===== src/rtl/eth_rx_idma_req_gen_if.sv =====
// eth_rx_idma_req_gen_if: stream, iDMA request/response and completion handshakes.
// slave is the request generator's view, master is the surrounding environment.
interface eth_rx_idma_req_gen_if #(
   parameter int DataWidth = 32,
   parameter int AddrWidth = 32,
   parameter int LenWidth  = 16,
   parameter int NumSlots  = 8
);
   localparam int SW = $clog2(NumSlots);
   logic [DataWidth-1:0]   s_tdata_i;
   logic [DataWidth/8-1:0] s_tkeep_i;
   logic                   s_tlast_i;
   logic                   s_tvalid_i;
   logic                   s_tready_o;
   logic [DataWidth-1:0]   m_tdata_o;
   logic [DataWidth/8-1:0] m_tkeep_o;
   logic                   m_tlast_o;
   logic                   m_tvalid_o;
   logic                   m_tready_i;
   logic                   req_valid_o;
   logic                   req_ready_i;
   logic [AddrWidth-1:0]   req_dst_addr_o;
   logic [LenWidth-1:0]    req_length_o;
   logic                   rsp_valid_i;
   logic                   rsp_ready_o;
   logic                   rsp_error_i;
   logic                   done_valid_o;
   logic                   done_ready_i;
   logic [SW-1:0]          done_slot_o;
   logic [LenWidth-1:0]    done_len_o;
   logic                   done_error_o;
   modport slave (
      input  s_tdata_i, s_tkeep_i, s_tlast_i, s_tvalid_i, m_tready_i,
             req_ready_i, rsp_valid_i, rsp_error_i, done_ready_i,
      output s_tready_o, m_tdata_o, m_tkeep_o, m_tlast_o, m_tvalid_o,
             req_valid_o, req_dst_addr_o, req_length_o, rsp_ready_o,
             done_valid_o, done_slot_o, done_len_o, done_error_o
   );
   modport master (
      output s_tdata_i, s_tkeep_i, s_tlast_i, s_tvalid_i, m_tready_i,
             req_ready_i, rsp_valid_i, rsp_error_i, done_ready_i,
      input  s_tready_o, m_tdata_o, m_tkeep_o, m_tlast_o, m_tvalid_o,
             req_valid_o, req_dst_addr_o, req_length_o, rsp_ready_o,
             done_valid_o, done_slot_o, done_len_o, done_error_o
   );
endinterface


===== src/rtl/eth_rx_idma_req_gen.sv =====
// eth_rx_idma_req_gen: RX stream pass-through that issues one iDMA request per frame into a slot ring.
// Define ETH_RX_REQGEN_STATS_EN to add frame/byte/drop statistics counters.
module eth_rx_idma_req_gen #(
   parameter int DataWidth    = 32,
   parameter int AddrWidth    = 32,
   parameter int LenWidth     = 16,
   parameter int NumSlots     = 8,
   parameter int LenFifoDepth = 4
) (
   input  logic                 clk_i,
   input  logic                 rst_i,
   eth_rx_idma_req_gen_if.slave bus,
   input  logic                 enable_i,
   input  logic [AddrWidth-1:0] ring_base_i,
   input  logic [4:0]           slot_log2_i,
   input  logic                 slot_release_i,
   output logic                 busy_o
`ifdef ETH_RX_REQGEN_STATS_EN
   ,
   output logic [31:0]          stat_frames_o,
   output logic [31:0]          stat_bytes_o,
   output logic [15:0]          stat_drops_o
`endif
);
   localparam int KW = DataWidth / 8;
   localparam int SW = $clog2(NumSlots);
   localparam int FW = $clog2(LenFifoDepth);
   localparam int CW = $clog2(KW + 1);
   typedef enum logic [1:0] {IDLE, REQ, RSP, DONE} state_t;
   state_t               r_state;
   logic [LenWidth-1:0]  r_byte_cnt;
   logic                 r_ovf_acc;
   logic [LenWidth-1:0]  r_fifo_len [LenFifoDepth];
   logic                 r_fifo_ovf [LenFifoDepth];
   logic [FW-1:0]        r_wp, r_rp;
   logic [FW:0]          r_cnt;
   logic [SW:0]          r_occ;
   logic [SW-1:0]        r_wr_slot;
   logic                 r_ovf;
   logic                 r_req_valid, r_rsp_ready, r_done_valid, r_done_err;
   logic [AddrWidth-1:0] r_req_addr;
   logic [LenWidth-1:0]  r_req_len, r_done_len;
   logic [SW-1:0]        r_done_slot;
   logic [CW-1:0]        w_keep_cnt;
   logic [LenWidth:0]    w_sum;
   logic                 w_sat, w_full, w_acc, w_push, w_push_ovf, w_fifo_pop, w_done_hs, w_rel;
   logic [LenWidth-1:0]  w_len;
   logic [32:0]          w_slot_bytes;
   always_comb begin
      w_keep_cnt = '0;
      for (int i = 0; i < KW; i++) w_keep_cnt = w_keep_cnt + CW'(bus.s_tkeep_i[i]);
   end
   assign w_sum        = {1'b0, r_byte_cnt} + (LenWidth+1)'(w_keep_cnt);
   assign w_sat        = w_sum[LenWidth];
   assign w_len        = w_sat ? '1 : w_sum[LenWidth-1:0];
   assign w_slot_bytes = 33'd1 << slot_log2_i;
   assign w_full       = r_cnt == (FW+1)'(LenFifoDepth);
   assign w_acc        = bus.s_tvalid_i & bus.s_tready_o;
   assign w_push       = w_acc & bus.s_tlast_i;
   assign w_push_ovf   = r_ovf_acc | w_sat | (33'(w_len) > w_slot_bytes);
   assign w_fifo_pop   = (r_state == IDLE) & (r_cnt != '0) & enable_i & (r_occ < (SW+1)'(NumSlots));
   assign w_done_hs    = r_done_valid & bus.done_ready_i;
   assign w_rel        = slot_release_i & (r_occ != '0);
   assign bus.m_tdata_o      = bus.s_tdata_i;
   assign bus.m_tkeep_o      = bus.s_tkeep_i;
   assign bus.m_tlast_o      = bus.s_tlast_i;
   assign bus.m_tvalid_o     = bus.s_tvalid_i & ~w_full;
   assign bus.s_tready_o     = bus.m_tready_i & ~w_full;
   assign bus.req_valid_o    = r_req_valid;
   assign bus.req_dst_addr_o = r_req_addr;
   assign bus.req_length_o   = r_req_len;
   assign bus.rsp_ready_o    = r_rsp_ready;
   assign bus.done_valid_o   = r_done_valid;
   assign bus.done_slot_o    = r_done_slot;
   assign bus.done_len_o     = r_done_len;
   assign bus.done_error_o   = r_done_err;
   assign busy_o             = (r_state != IDLE) | (r_cnt != '0);
   always_ff @(posedge clk_i) begin
      if (w_push) begin
         r_fifo_len[r_wp] <= w_len;
         r_fifo_ovf[r_wp] <= w_push_ovf;
      end
   end
   always_ff @(posedge clk_i) begin
      if (rst_i) begin
         r_state      <= IDLE;
         r_byte_cnt   <= '0;
         r_ovf_acc    <= 1'b0;
         r_wp         <= '0;
         r_rp         <= '0;
         r_cnt        <= '0;
         r_occ        <= '0;
         r_wr_slot    <= '0;
         r_ovf        <= 1'b0;
         r_req_valid  <= 1'b0;
         r_rsp_ready  <= 1'b0;
         r_done_valid <= 1'b0;
         r_done_err   <= 1'b0;
         r_req_addr   <= '0;
         r_req_len    <= '0;
         r_done_len   <= '0;
         r_done_slot  <= '0;
      end else begin
         if (w_acc) begin
            r_byte_cnt <= w_push ? '0 : w_len;
            r_ovf_acc  <= w_push ? 1'b0 : r_ovf_acc | w_sat;
         end
         r_wp  <= r_wp + FW'(w_push);
         r_rp  <= r_rp + FW'(w_fifo_pop);
         r_cnt <= r_cnt + (FW+1)'(w_push) - (FW+1)'(w_fifo_pop);
         r_occ <= r_occ + (SW+1)'(w_done_hs) - (SW+1)'(w_rel);
         case (r_state)
            IDLE: if (w_fifo_pop) begin
               r_ovf <= r_fifo_ovf[r_rp];
               // An empty frame has nothing to move; complete it as an error.
               if (r_fifo_len[r_rp] == '0) begin
                  r_state      <= DONE;
                  r_done_valid <= 1'b1;
                  r_done_slot  <= r_wr_slot;
                  r_done_len   <= '0;
                  r_done_err   <= 1'b1;
               end else begin
                  r_state     <= REQ;
                  r_req_valid <= 1'b1;
                  r_req_addr  <= ring_base_i + (AddrWidth'(r_wr_slot) << slot_log2_i);
                  r_req_len   <= r_fifo_len[r_rp];
               end
            end
            REQ: if (bus.req_ready_i) begin
               r_req_valid <= 1'b0;
               r_rsp_ready <= 1'b1;
               r_state     <= RSP;
            end
            RSP: if (bus.rsp_valid_i) begin
               r_rsp_ready  <= 1'b0;
               r_done_valid <= 1'b1;
               r_done_slot  <= r_wr_slot;
               r_done_len   <= r_req_len;
               r_done_err   <= bus.rsp_error_i | r_ovf;
               r_state      <= DONE;
            end
            DONE: if (bus.done_ready_i) begin
               r_done_valid <= 1'b0;
               r_wr_slot    <= r_wr_slot + SW'(1);
               r_state      <= IDLE;
            end
         endcase
      end
   end
`ifdef ETH_RX_REQGEN_STATS_EN
   logic [31:0] r_frames, r_bytes;
   logic [15:0] r_drops;
   always_ff @(posedge clk_i) begin
      if (rst_i) begin
         r_frames <= '0;
         r_bytes  <= '0;
         r_drops  <= '0;
      end else begin
         r_frames <= r_frames + 32'(w_push);
         r_bytes  <= r_bytes + (w_acc ? 32'(w_keep_cnt) : 32'd0);
         r_drops  <= r_drops + 16'(w_done_hs & r_done_err);
      end
   end
   assign stat_frames_o = r_frames;
   assign stat_bytes_o  = r_bytes;
   assign stat_drops_o  = r_drops;
`endif
endmodule


===== src/flat_wrapper.sv =====
// flat-port wrapper written by rule: the top's interface ports become plain ports
module eth_rx_idma_req_gen_flat 
#(
   parameter int DataWidth    = 32,
   parameter int AddrWidth    = 32,
   parameter int LenWidth     = 16,
   parameter int NumSlots     = 8,
   parameter int LenFifoDepth = 4
)
  (clk_i, rst_i, enable_i, ring_base_i, slot_log2_i, slot_release_i, busy_o, bus_s_tdata_i, bus_s_tkeep_i, bus_s_tlast_i, bus_s_tvalid_i, bus_m_tready_i, bus_req_ready_i, bus_rsp_valid_i, bus_rsp_error_i, bus_done_ready_i, bus_s_tready_o, bus_m_tdata_o, bus_m_tkeep_o, bus_m_tlast_o, bus_m_tvalid_o, bus_req_valid_o, bus_req_dst_addr_o, bus_req_length_o, bus_rsp_ready_o, bus_done_valid_o, bus_done_slot_o, bus_done_len_o, bus_done_error_o);
  eth_rx_idma_req_gen_if #(.DataWidth(DataWidth), .AddrWidth(AddrWidth), .LenWidth(LenWidth), .NumSlots(NumSlots)) bus_i ();
  input  logic clk_i;
  input  logic rst_i;
  input  logic enable_i;
  input  logic [AddrWidth-1:0] ring_base_i;
  input  logic [4:0] slot_log2_i;
  input  logic slot_release_i;
  output logic busy_o;
  input wire logic [$bits(bus_i.s_tdata_i)-1:0] bus_s_tdata_i;
  input wire logic [$bits(bus_i.s_tkeep_i)-1:0] bus_s_tkeep_i;
  input wire logic [$bits(bus_i.s_tlast_i)-1:0] bus_s_tlast_i;
  input wire logic [$bits(bus_i.s_tvalid_i)-1:0] bus_s_tvalid_i;
  input wire logic [$bits(bus_i.m_tready_i)-1:0] bus_m_tready_i;
  input wire logic [$bits(bus_i.req_ready_i)-1:0] bus_req_ready_i;
  input wire logic [$bits(bus_i.rsp_valid_i)-1:0] bus_rsp_valid_i;
  input wire logic [$bits(bus_i.rsp_error_i)-1:0] bus_rsp_error_i;
  input wire logic [$bits(bus_i.done_ready_i)-1:0] bus_done_ready_i;
  output wire logic [$bits(bus_i.s_tready_o)-1:0] bus_s_tready_o;
  output wire logic [$bits(bus_i.m_tdata_o)-1:0] bus_m_tdata_o;
  output wire logic [$bits(bus_i.m_tkeep_o)-1:0] bus_m_tkeep_o;
  output wire logic [$bits(bus_i.m_tlast_o)-1:0] bus_m_tlast_o;
  output wire logic [$bits(bus_i.m_tvalid_o)-1:0] bus_m_tvalid_o;
  output wire logic [$bits(bus_i.req_valid_o)-1:0] bus_req_valid_o;
  output wire logic [$bits(bus_i.req_dst_addr_o)-1:0] bus_req_dst_addr_o;
  output wire logic [$bits(bus_i.req_length_o)-1:0] bus_req_length_o;
  output wire logic [$bits(bus_i.rsp_ready_o)-1:0] bus_rsp_ready_o;
  output wire logic [$bits(bus_i.done_valid_o)-1:0] bus_done_valid_o;
  output wire logic [$bits(bus_i.done_slot_o)-1:0] bus_done_slot_o;
  output wire logic [$bits(bus_i.done_len_o)-1:0] bus_done_len_o;
  output wire logic [$bits(bus_i.done_error_o)-1:0] bus_done_error_o;
  assign bus_i.s_tdata_i = bus_s_tdata_i;
  assign bus_i.s_tkeep_i = bus_s_tkeep_i;
  assign bus_i.s_tlast_i = bus_s_tlast_i;
  assign bus_i.s_tvalid_i = bus_s_tvalid_i;
  assign bus_i.m_tready_i = bus_m_tready_i;
  assign bus_i.req_ready_i = bus_req_ready_i;
  assign bus_i.rsp_valid_i = bus_rsp_valid_i;
  assign bus_i.rsp_error_i = bus_rsp_error_i;
  assign bus_i.done_ready_i = bus_done_ready_i;
  assign bus_s_tready_o = bus_i.s_tready_o;
  assign bus_m_tdata_o = bus_i.m_tdata_o;
  assign bus_m_tkeep_o = bus_i.m_tkeep_o;
  assign bus_m_tlast_o = bus_i.m_tlast_o;
  assign bus_m_tvalid_o = bus_i.m_tvalid_o;
  assign bus_req_valid_o = bus_i.req_valid_o;
  assign bus_req_dst_addr_o = bus_i.req_dst_addr_o;
  assign bus_req_length_o = bus_i.req_length_o;
  assign bus_rsp_ready_o = bus_i.rsp_ready_o;
  assign bus_done_valid_o = bus_i.done_valid_o;
  assign bus_done_slot_o = bus_i.done_slot_o;
  assign bus_done_len_o = bus_i.done_len_o;
  assign bus_done_error_o = bus_i.done_error_o;
  eth_rx_idma_req_gen #(.DataWidth(DataWidth), .AddrWidth(AddrWidth), .LenWidth(LenWidth), .NumSlots(NumSlots), .LenFifoDepth(LenFifoDepth)) u_core (.clk_i(clk_i), .rst_i(rst_i), .bus(bus_i), .enable_i(enable_i), .ring_base_i(ring_base_i), .slot_log2_i(slot_log2_i), .slot_release_i(slot_release_i), .busy_o(busy_o));
endmodule

===== config.mk =====
export PLATFORM = sky130hd
export DESIGN_NAME = eth_rx_idma_req_gen_flat
export DESIGN_NICKNAME = d
export VERILOG_FILES = /design/src/rtl/eth_rx_idma_req_gen_if.sv /design/src/rtl/eth_rx_idma_req_gen.sv /design/src/flat_wrapper.sv
export SDC_FILE = /design/constraint.sdc
export NUM_CORES = 1
export LEC_CHECK = 0
export ABC_AREA = 1
export BUFFER_PORTS_ARGS = -buffer_cell sky130_fd_sc_hd__buf_2
export CORE_MARGIN = 2
export CORE_UTILIZATION = 61
export DETAILED_ROUTE_END_ITERATION = 10
export PLACE_DENSITY = 0.87
export SLEW_MARGIN = 10
export SYNTH_ARGS = -nofsm -noshare
export SYNTH_HDL_FRONTEND = slang
export SYNTH_SLANG_ARGS = --single-unit

===== constraint.sdc =====
create_clock -name clk_i -period 9.5 [get_ports clk_i]
set_input_delay 1.9 -clock clk_i [delete_from_list [all_inputs] [get_ports clk_i]]
set_output_delay 1.9 -clock clk_i [all_outputs]
set_load 0.05 [all_outputs]

## Word-level counts from Yosys, hierarchy flattened

Memory sizes are Yosys's and may differ from the RTL's. A register that Yosys moved wholly into a read port is not among the register bits.
Cells that the tools add are included.

| operators by class | value |
|---|---|
| add/subtract/negate cells | 12 |
| multipliers | 0 |
| divide/modulo/power cells | 0 |
| $lt $le $gt $ge | 2 |
| eq/ne operators | 10 |
| shifts and indexed selects | 2 |
| muxes and demuxes | 34 |
| bitwise logic cells | 15 |
| reduce and logical (&&, ||, !) cells | 17 |

Operators by type and width:

| cell | count |
|---|---|
| 2-to-1 mux 16 bit | 5 |
| greater-than comparator 16 x 33 -> 1 bit | 1 |
| << shifter 1 x 5 -> 33 bit (first input constant) | 1 |
| adder 32 bit | 1 |
| case mux 16 bit (2 select lines) | 1 |
| << shifter 3 x 5 -> 32 bit | 1 |
| adder 16 x 3 -> 17 bit | 1 |
| zero test 16 bit | 1 |
| 2-to-1 mux 1 bit | 13 |
| 2-to-1 mux 2 bit | 6 |
| AND reduction 4 bit | 3 |
| inequality test 2 bit (second input constant) | 5 |
| adder 3 x 1 -> 3 bit | 3 |
| bitwise AND 1 bit | 9 |
| 2-to-1 mux 3 bit | 3 |
| case mux 2 bit (4 select lines) | 1 |
| nonzero test 2 bit | 4 |
| case mux 1 bit (2 select lines) | 3 |
| case mux 3 bit (2 select lines) | 1 |
| AND reduction 3 bit | 2 |
| nonzero test 3 bit | 2 |
| AND reduction 5 bit | 1 |
| adder 2 x 1 -> 2 bit | 2 |
| adder 4 x 1 -> 4 bit | 1 |
| 15 further kinds | 21 |

| storage, ports and cells | value |
|---|---|
| register bits | 104 |
| bits in latches | 0 |
| RAM bits | 68 |
| bits in read-only memories | 0 |
| input bits | 84 |
| output and inout port bits | 111 |
| logic and storage cells | 110 |
| memories kept | 2 |

Memory list:

| memory | words | width | rd ports | clocked after memory_dff | wr ports | line | RTL |
|---|---|---|---|---|---|---|---|
| u_core.r_fifo_len | 4 | 16 | 1 | 1 | 1 | eth_rx_idma_req_gen.sv:33 | `logic [LenWidth-1:0] r_fifo_len [LenFifoDepth];` |
| u_core.r_fifo_ovf | 4 | 1 | 1 | 1 | 1 | eth_rx_idma_req_gen.sv:34 | `logic r_fifo_ovf [LenFifoDepth];` |

## Logic depth before layout (Yosys ltp)

Gate-level depths: netlist of the first run.

| logic depth | value |
|---|---|
| depth after elaboration | 7 |
| gate-level depth with buffers | 25 |
| depth with buffers taken out | 24 |

## Worst setup path after synthesis of the first run

Ideal clock, no wire load.

| timing | value |
|---|---|
| path type | in2reg |
| start point | in bus_s_tkeep_i[0] |
| end point | mem u_core.r_fifo_ovf[0] (data pin) |
| library setup time | 0.267 ns |
| arrival | 5.148 ns |
| data required time | 9.233 ns |
| setup slack | 4.085 ns |
| cell stages on the path | 22 |
| buffers on the path | 1 |
| cells stage by stage | ha_1 -> inv_1 -> fa_1 -> inv_1 -> ha_1 -> inv_1 -> fa_1 -> inv_1 -> a21oi_1 -> nand2b_1 -> nor2_1 -> nand2_1 -> inv_1 -> nand2_1 -> clkbuf_1 -> nand3_1 -> ha_1 -> a21o_1 -> a221oi_1 -> nand2_1 -> nand2_1 -> nand2_1 |

| between the ends | value |
|---|---|
| longest elaborated chain between the ends | 7 |
| elaborated cells on any way between the ends | 8 |
| classes of those cells | add/sub (4); order compare (1); mux (1); bitwise (2) |

RTL lines:

| what | line | RTL |
|---|---|---|
| start: declaration | flat_wrapper.sv:20 | `input wire logic [$bits(bus_i.s_tkeep_i)-1:0] bus_s_tkeep_i;` |
| adder 1 x 1 -> 2 bit | eth_rx_idma_req_gen.sv:51 | `for (int i = 0; i < KW; i++) w_keep_cnt = w_keep_cnt + CW'(bus.s_tkeep_i[i]);` |
| adder 3 x 1 -> 3 bit (2 in series) | eth_rx_idma_req_gen.sv:51 |  |
| adder 16 x 3 -> 17 bit | eth_rx_idma_req_gen.sv:53 | `assign w_sum = {1'b0, r_byte_cnt} + (LenWidth+1)'(w_keep_cnt);` |
| 2-to-1 mux 16 bit | eth_rx_idma_req_gen.sv:55 | `assign w_len = w_sat ? '1 : w_sum[LenWidth-1:0];` |
| via u_core.w_len[14] | eth_rx_idma_req_gen.sv:47 | `logic [LenWidth-1:0] w_len;` |
| greater-than comparator 16 x 33 -> 1 bit | eth_rx_idma_req_gen.sv:60 | `assign w_push_ovf = r_ovf_acc \| w_sat \| (33'(w_len) > w_slot_bytes);` |
| bitwise OR 1 bit | eth_rx_idma_req_gen.sv:60 |  |
| via u_core.w_push_ovf | eth_rx_idma_req_gen.sv:46 | `logic w_sat, w_full, w_acc, w_push, w_push_ovf, w_fifo_pop, w_done_hs, w_rel;` |
| end: declaration | eth_rx_idma_req_gen.sv:34 |  |

The timed path passes the listed nets, and every way through them passes these cells.

## Worst setup path in the final report of the first run

| timing | value |
|---|---|
| start point | in bus_s_tkeep_i[0] |
| end point | mem u_core.r_fifo_ovf[1] (data pin) |

Same word-level chain as after synthesis.

==> impl_metrics.json, run 1 <==
{
  "synthSimpleGateAreaFrac": 0.259,
  "post_synth.cell_area_avg_um2": 7.41,
  "core_um2": 16600,
  "slowest_stage": "fa_1",
  "required_ns": 9.65,
  "clkPwrFrac": 0.239,
  "num_vias": 9559,
  "p_switching_w": 0.00126,
  "placed_cells": 1671,
  "design_area_um2": 11400,
  "portBuffers": 130,
  "setup_slack_ns": 3.87,
  "intPower_w": 0.00157,
  "critPathTopFamily": "simple AND/OR/NAND/NOR gates",
  "htreeDepth": 4,
  "overflow": 0,
  "mostFrequentLayoutCells": "nand2_1, nor2_1, a21oi_1",
  "antenna_found_initial": 1,
  "ir_drop_mv": 0.228,
  "worst_slew_pin_slew_ns": 1.15,
  "pwr-share-comb": 0.416,
  "final_common_cell": "nand2_1",
  "detail_route.iter0.violations": 1042,
  "drcViolationCount": 0,
  "status": "complete, no violations",
  "synth-compound-area-share": 0.126,
  "synth_xor_xnor_area_share": 0.0220,
  "hold_path.class": "register to register",
  "final_layout_size_suffix_gt1_frac": 0.127,
  "num_antenna_cells": 0,
  "crit_top_cell": "inv_1",
  "cts_sinks": 173,
  "cts_resized": 0,
  "syn2layout_area_growth_pct": 10.2,
  "nets": 1627,
  "ys_ff_latch": 173,
  "setup-tns-final_ns": 0,
  "fin_util": 0.687,
  "end_kind": "register",
  "slew_headroom": 0.230,
  "path_max_fanout": 11,
  "synthDistinctLibCells": 43,
  "routed_wl_um": 26400,
  "cts_root_buffer": "clkbuf_16",
  "layout.cells.non_filler": 1703,
  "grt_pass1_vias": 8796,
  "clkTransAtPathRegs_ns": 0.07,
  "rsz0062_at_grt": "false",
  "power_density_nw_per_um2": 248,
  "worstSetupPathType": "primary input to register",
  "finalSetupViolations": 0,
  "initial_core_util": 0.623,
  "ys_warn_count": 0,
  "slew_violations": 0,
  "cts_hold_buffers": 0,
  "clock_latency_ns": 0.44,
  "skew_ns": 0.0174,
  "synthAdderAreaFrac": 0.0920,
  "syn_area_um2": 10300,
  "final_hold_viol_count": 0,
  "worstPathArrival_ns": 5.78,
  "dp_hpwl_um": 19400,
  "cts_tree": "yes",
  "wl_per_cell_um": 15.5,
  "finalCriticalPeriod_ns": 5.63,
  "synth_top_family_by_area": "simple AND/OR/NAND/NOR gates",
  "dr.pass1.iters": 6,
  "fmax_ghz": 0.178,
  "synth_cells": 1395,
  "avgViaCountPerCell": 5.61,
  "critPathLaunchType": "primary input",
  "p_leak_nw": 5.22,
  "synth_mux_area_frac": 0.00109,
  "crit_chain": "buf_2 > ha_1 > inv_1 > fa_1 > inv_1 > ha_1 > inv_1 > fa_1 > inv_1 > a21oi_1 > nand2b_1 > nor2_1 > nand2_1 > inv_1 > nand2_1 > nand3_1 > ha_1 > inv_1 > nor3_1 > nand2_1 > nor2_1 > a21oi_1 > nand2_1 > nand2_1",
  "cts_buffer_depth": 2,
  "nFillCells": 1360,
  "synth_nets": 1552,
  "critPathMaxStageDelay_ns": 0.40,
  "gp_congestion": 1.01,
  "seq_area_frac_synth": 0.401,
  "die_w_um": 134,
  "path_buf_inv": 7,
  "drtAntennaViolNets": 0,
  "rows": 47,
  "top_level_ports": 195,
  "swShare": 0.446,
  "grtUsageTotal": 0.297,
  "p_seq_frac": 0.345,
  "grt_max_degree": 89,
  "dieArea_um2": 18000,
  "die_h_um": 134,
  "numCtsBuffers": 17,
  "dpl_cell_area_um2": 10800,
  "grt_pass1_wl_um": 42400,
  "maxCapViolCount": 0,
  "pre_cts_slack_ns": 3.48,
  "cts_post_setup_buffers_inserted": 0,
  "fin_crit_sh": 0.593
}
-- worst min-delay path, cell delays in order (launching register included) --
cell and delay (ns):
dfxtp_1 0.31, inv_1 0.05, a211oi_1 0.06
-- synth_stat cells, drive strengths merged --
master    n  share of area
a21oi   133          0.064
fa        5         0.0097
o22ai     2         0.0012
a21boi    1        0.00073
buf      60          0.042
a221oi    1        0.00085
a22oi     1        0.00073
nand4     7         0.0042
nand3b    3         0.0022
a311oi    1        0.00085
nand3    88          0.043
ha       68          0.082
xnor2    19          0.016
clkbuf   22         0.0082
or2       5         0.0030
a211oi    3         0.0022
inv     134          0.049
a21o      5         0.0036
nor4      2         0.0012
edfxtp   68           0.20
o211ai    1        0.00073
mux2      1         0.0011
clkinv    1        0.00036
nor3     24          0.012
o32ai     1        0.00085
dfxtp   105           0.20
o221ai    1        0.00085
nor2    164          0.061
xor2      7         0.0059
a31oi     7         0.0042
o21ai    91          0.044
nand2b    1        0.00061
nand2   363           0.13
-- cell type report --
type                            count  area (um2)  area share
Clock buffer                       18         439      0.0385
Clock inverter                     14         134      0.0117
Inverter                          135         509      0.0447
Tap cell                          220         275      0.0242
Sequential cell                   173        4140       0.364
Timing Repair Buffer              138         711      0.0624
Multi-Input combinational cell   1005        5180       0.455
-- layer usage --
| metal | part of all wire | track usage | routed length (um) | vias up |
|---|---|---|---|---|
| met2 | 0.45 | 0.471 | 11900 | 453 |
| met4 | 0.034 | 0.137 | 896 | 2 |
| met5 | 0.00049 | 0 | 13 | - |
| met3 | 0.092 | 0.0714 | 2440 | 81 |
| met1 | 0.42 | 0.387 | 11200 | 4314 |
| li1 | - | - | - | 4709 |
-- power by group through the flow --
stage | Combinational (W) | Sequential (W) | Clock [W]
after global routing | 0.00129 | 0.000987 | 0.000711
after global placement | 0.00115 | 0.000984 | 0
after detailed placement | 0.00117 | 0.000986 | 0
final | 0.00118 | 0.000975 | 0.000676
after floorplan | 0.000632 | 0.00131 | 0
after CTS | 0.00117 | 0.000972 | 0.000685
-- state kept, by name, summed over array words and instances (netlist names), 2 cells and up --
name	flops
u_core.bus.req_dst_addr_o	32
u_core.bus.done_len_o	16
u_core.r_wr_slot	3
u_core.r_fifo_ovf	4
u_core.r_fifo_len	64
u_core.bus.req_length_o	16
u_core.bus.done_slot_o	3
u_core.r_byte_cnt	16
u_core.r_state	2
u_core.r_occ	4
u_core.r_wp	2
u_core.r_cnt	3
u_core.r_rp	2
-- cell families (layout without fill, tap and decap cells) --
family                   after synthesis  count (layout)
AO/OA/AOI/OAI                        248             248
buffers and inverters                217             305
AND/OR/NAND/NOR                      657             657
XOR/XNOR                              26              26
flip-flops                           173             173
adder cells (fa/ha/maj)               73              73
multiplexers                           1               1
-- worst paths after layout --
kind / slack (ns) / from / endpoint / depth (start not counted)
worst min-delay path: 0.47 / u_core.r_ovf_acc / u_core.r_ovf_acc / 2
worst max register to register: 5.90 / u_core.r_byte_cnt[0] / u_core.r_fifo_ovf[1] / 19
worst max-delay path: 3.87 / bus_s_tkeep_i[0] / u_core.r_fifo_ovf[1] / 24
worst min register to register: 0.47 / u_core.r_ovf_acc / u_core.r_ovf_acc / 2
-- per-stage QoR --
| step | power, W | hold WS (ns) |
|---|---|---|
| CTS | 0.00283 | 0.467 |
| finish | 0.00283 | 0.466 |
| global placement | 0.00213 | 0.445 |
| global route | 0.00298 | 0.480 |
| detailed placement | 0.00215 | 0.458 |
| floorplan | 0.00195 | 0.429 |
(Power assumes the default switching activity.)
==> run 2: changes to the inputs <==
Settings changed: CORE_UTILIZATION 61 to 57, PLACE_DENSITY 0.87 to 0.82.
Clock period 9.5 ns to 5.7 ns, I/O delays scaled along.
==> run 2 against run 1 <==
Effect of this change: via count is 0.55% lower; final cell count is 0.29% higher; worst setup slack worse by 3.0 ns; sequential power is 67% higher; sequential share of layout area is 0.15 points lower; first-iteration DRC count is 19% lower; register-to-register slack worse by 3.8 ns; non-clock buffer count is 4 lower; combinational power is 66% higher; critical endpoint is now u_core.r_fifo_ovf[3].
==> impl_metrics.json, run 2 (same netlist as run 1, synthesis figures left out) <==
{
  "critPathMaxStageDelay_ns": 0.40,
  "worstSetupPathType": "primary input to register",
  "cts_hold_buffers": 0,
  "final_layout_size_suffix_gt1_frac": 0.123,
  "critPathLaunchType": "primary input",
  "grt_pass1_vias": 8619,
  "cts_sinks": 173,
  "power_w": 0.00481,
  "portBuffers": 130,
  "use_met2": 0.450,
  "numCtsBuffers": 17,
  "nets": 1623,
  "antenna_found_initial": 0,
  "dp_hpwl_um": 19900,
  "die_w_um": 139,
  "grt_pass1_wl_um": 43300,
  "fin_util": 0.639,
  "cts_post_setup_buffers_inserted": 0,
  "grtUsageTotal": 0.278,
  "clkTransAtPathRegs_ns": 0.07,
  "clock_latency_ns": 0.43,
  "final_common_cell": "nand2_1",
  "design_area_um2": 11400,
  "syn2layout_area_growth_pct": 10.7,
  "skew_ns": 0.0133,
  "avgViaCountPerCell": 5.57,
  "drcViolationCount": 0,
  "dieArea_um2": 19200,
  "routed_wl_um": 27100,
  "p_leak_nw": 5.22,
  "slew_violations": 0,
  "setup_slack_ns": 0.855,
  "largest_register": "u_core.r_fifo_len",
  "cts_resized": 0,
  "gr-usage-met1": 0.381,
  "r2r-start": "u_core.r_byte_cnt[0]",
  "mostFrequentLayoutCells": "nand2_1, nor2_1, a21oi_1",
  "end_kind": "register",
  "path_buf_inv": 6,
  "path_max_fanout": 11,
  "maxCapViolCount": 0,
  "finalSetupViolations": 0,
  "slew_headroom": 0.208,
  "worst_slew_pin_slew_ns": 1.19,
  "overflow": 0,
  "startpoint": "bus_s_tkeep_i[0]",
  "num_vias": 9506,
  "htreeDepth": 4,
  "initial_core_util": 0.578,
  "grt-busiest-layer": "met2",
  "ir_drop_mv": 0.456,
  "core_um2": 17900,
  "dr.pass1.iters": 5,
  "grtUsageMet3": 0.0542,
  "slowest_stage": "fa_1",
  "final_hold_viol_count": 0,
  "cts_buffer_depth": 2,
  "largest_register_ff_count": 64,
  "grt_max_degree": 89,
  "wl_per_cell_um": 15.9,
  "fin_crit_sh": 0.850,
  "crit_top_cell": "nand2_1",
  "hold_path.class": "register to register",
  "finalCriticalPeriod_ns": 4.85,
  "pre_cts_slack_ns": 0.509,
  "fmax_ghz": 0.206,
  "die_h_um": 139,
  "critPathTopFamily": "adder cells",
  "gp_congestion": 0.969,
  "setup-tns-final_ns": 0,
  "detail_route.iter0.violations": 839,
  "cts_root_buffer": "clkbuf_16",
  "rows": 49,
  "cts_tree": "yes",
  "rsz0062_at_grt": "false",
  "num_antenna_cells": 0,
  "worstPathArrival_ns": 5.00,
  "dpl_cell_area_um2": 10800,
  "drtAntennaViolNets": 0,
  "required_ns": 5.85,
  "min-delay-start": "u_core.r_ovf_acc",
  "power_density_nw_per_um2": 420,
  "top_level_ports": 195,
  "status": "complete, no violations"
}
==> run 2: area by class of cell <==
cell class | count | area [um2]
fill | 1578 | 6460
sequential | 173 | 4140
multi-input combinational | 1005 | 5210
tap | 229 | 287
timing repair buffer | 134 | 681
clock inverter | 15 | 189
inverter | 135 | 509
clock buffer | 17 | 425
==> run 2: tightest hold or removal path: stages, from the launching register on <==
cell and delay, ns:
dfxtp_1 0.31, inv_1 0.05, a211oi_1 0.06
==> run 2: power breakdown <==
part | leakage, nW | internal (W) | switching (W) | total, W
logic | 3.46 | 0.000490 | 0.00147 | 0.00196
registers | 1.47 | 0.00150 | 0.000131 | 0.00163
clock network | 0.289 | 0.000697 | 0.000519 | 0.00122
total | 5.22 | 0.00268 | 0.00212 | 0.00481
==> run 2: metrics by stage <==
step | hold WS, ns | instances
finish | 0.470 | 1708
global route | 0.503 | 1708
CTS | 0.468 | 1708
detailed placement | 0.455 | 1676
global placement | 0.454 | 1676
floorplan | 0.429 | 1395
==> run 2: final timing paths <==
kind                                             end  slack (ns)  depth (start not counted)
worst max-delay path            u_core.r_fifo_ovf[3]        0.85                         25
worst min-delay path                u_core.r_ovf_acc        0.47                          2
worst max register to register  u_core.r_fifo_ovf[3]        2.12                         20
worst min register to register      u_core.r_ovf_acc        0.47                          2
==> run 2: metal layers <==
metal | vias up | wire length, um
li1 | 4713 | -
met1 | 4311 | 11900
met2 | 434 | 12400
met3 | 48 | 2250
met4 | 0 | 577
met5 | - | 0
==> run 3: changes to the inputs <==
Settings changed: CTS_CLUSTER_DIAMETER set to 120, RECOVER_POWER set to 50.
==> run 3 against run 2 <==
Effect of this change: the flow now finishes with violations (capacitance limit, slew limit); critical path depth unchanged; maximum frequency decreased by 0.32%; die area unchanged; highest routed layer unchanged.
==> impl_metrics.json, run 3 (same netlist as run 1, synthesis figures left out) <==
{
  "dieArea_um2": 19200,
  "end_kind": "register",
  "fin_util": 0.631,
  "clkTransAtPathRegs_ns": 0.07,
  "antenna_found_initial": 0,
  "crit_top_cell": "nand2_1",
  "clock_latency_ns": 0.43,
  "core_um2": 17900,
  "layout.cells.non_filler": 1708,
  "p_seq_frac": 0.343,
  "multi_input_comb_area_um2": 5160,
  "rows": 49,
  "avgViaCountPerCell": 5.58,
  "overflow": 0,
  "nFillCells": 1640,
  "route.met3.wl_um": 2380,
  "fin_crit_sh": 0.853,
  "finalSetupViolations": 0,
  "routed_wl_um": 27100,
  "grtUsageTotal": 0.278,
  "clkPwrFrac": 0.255,
  "m1WireLength_um": 11700,
  "cts_post_setup_buffers_inserted": 0,
  "p_leak_nw": 4.88,
  "top_level_ports": 195,
  "power_density_nw_per_um2": 422,
  "required_ns": 5.85,
  "design_area_um2": 11300,
  "numCtsBuffers": 17,
  "dp_hpwl_um": 19900,
  "path_max_fanout": 11,
  "final_hold_viol_count": 0,
  "critPathLaunchType": "primary input",
  "violations": "capacitance limit, slew limit",
  "cts_resized": 0,
  "dr.pass1.iters": 5,
  "status": "finished with violations",
  "initial_core_util": 0.578,
  "htreeDepth": 4,
  "die_h_um": 139,
  "pwr-share-comb": 0.402,
  "detail_route.iter0.violations": 831,
  "portBuffers": 130,
  "pre_cts_slack_ns": 0.509,
  "grt_pass1_wl_um": 43300,
  "gp_congestion": 0.969,
  "cts_root_buffer": "clkbuf_16",
  "placed_cells": 1676,
  "maxCapViolCount": 5,
  "slew_violations": 152,
  "drcViolationCount": 0,
  "swShare": 0.446,
  "highest_layer": "met4",
  "final_layout_size_suffix_gt1_frac": 0.0669,
  "worst_slew_pin_slew_ns": 2.70,
  "mostFrequentLayoutCells": "nand2_1, nor2_1, a21oi_1",
  "rsz0062_at_grt": "false",
  "ir_drop_mv": 0.445,
  "path_buf_inv": 6,
  "nets": 1623,
  "setup_slack_ns": 0.840,
  "hold_path.class": "register to register",
  "finalCriticalPeriod_ns": 4.86,
  "slowest_stage": "fa_1",
  "setup-tns-final_ns": 0,
  "largest_register": "u_core.r_fifo_len",
  "num_vias": 9529,
  "skew_ns": 0.0124,
  "wl_per_cell_um": 15.9,
  "worstPathArrival_ns": 5.01,
  "largest_register_ff_count": 64,
  "cts_hold_buffers": 0,
  "worstSetupPathType": "primary input to register",
  "wl_met2_um": 12300,
  "p_switching_w": 0.00213,
  "critPathMaxStageDelay_ns": 0.40,
  "syn2layout_area_growth_pct": 9.31,
  "critPathTopFamily": "adder cells",
  "intPower_w": 0.00264,
  "cts_tree": "yes",
  "grt_max_degree": 89,
  "cts_buffer_depth": 2,
  "cts_sinks": 173,
  "num_antenna_cells": 0,
  "slew_headroom": -0.816,
  "dpl_cell_area_um2": 10800,
  "grt_pass1_vias": 8619,
  "fmax_ghz": 0.206,
  "drtAntennaViolNets": 0,
  "final_common_cell": "nand2_1",
  "regArea_um2": 4140,
  "die_w_um": 139
}
run 3: path summary, 6_finish.rpt:
kind	endpoint	from	slack (ns)	depth (start not counted)
worst min register to register	u_core.r_ovf_acc	u_core.r_ovf_acc	0.47	2
worst max register to register	u_core.r_fifo_len[1][14]	u_core.r_cnt[1]	2.08	6
worst max-delay path	u_core.r_fifo_ovf[3]	bus_s_tkeep_i[0]	0.84	25
worst min-delay path	u_core.r_ovf_acc	u_core.r_ovf_acc	0.47	2
run 3: power groups by stage:
stage	Clock, W	Combinational (W)	Sequential (W)
global placement	0	0.00192	0.00164
CTS	0.00122	0.00197	0.00163
global route	0.00127	0.00211	0.00166
detailed placement	0	0.00195	0.00165
floorplan	0	0.00105	0.00219
finish	0.00122	0.00192	0.00163
run 3: final cells by class:
type / instances / share of cell area
sequential: 173 / 0.367
multi-input combinational: 1005 / 0.457
inverter: 135 / 0.0451
clock inverter: 15 / 0.0167
clock buffer: 17 / 0.0376
timing repair buffer: 134 / 0.0516
tap: 229 / 0.0254
run 3: routing by layer:
layer | vias to the layer above | global-route usage
met1 | 4321 | 0.381
met5 | - | 0
met4 | 0 | 0.0877
met3 | 50 | 0.0542
met2 | 445 | 0.450
li1 | 4713 | -
run 3: worst reg2reg max path: cells and delay by family (launching register included):
| kind | cells | cell delay, ns |
|---|---|---|
| buffers and inverters | 1 | 0.09 |
| flip-flops | 1 | 0.39 |
| AND/OR/NAND/NOR | 5 | 2.69 |
run 3: metrics by stage:
| step | total power [W] | hold slack [ns] |
|---|---|---|
| floorplan | 0.00324 | 0.429 |
| CTS | 0.00481 | 0.468 |
| global route | 0.00503 | 0.500 |
| finish | 0.00477 | 0.467 |
| global placement | 0.00356 | 0.454 |
| detailed placement | 0.00360 | 0.455 |
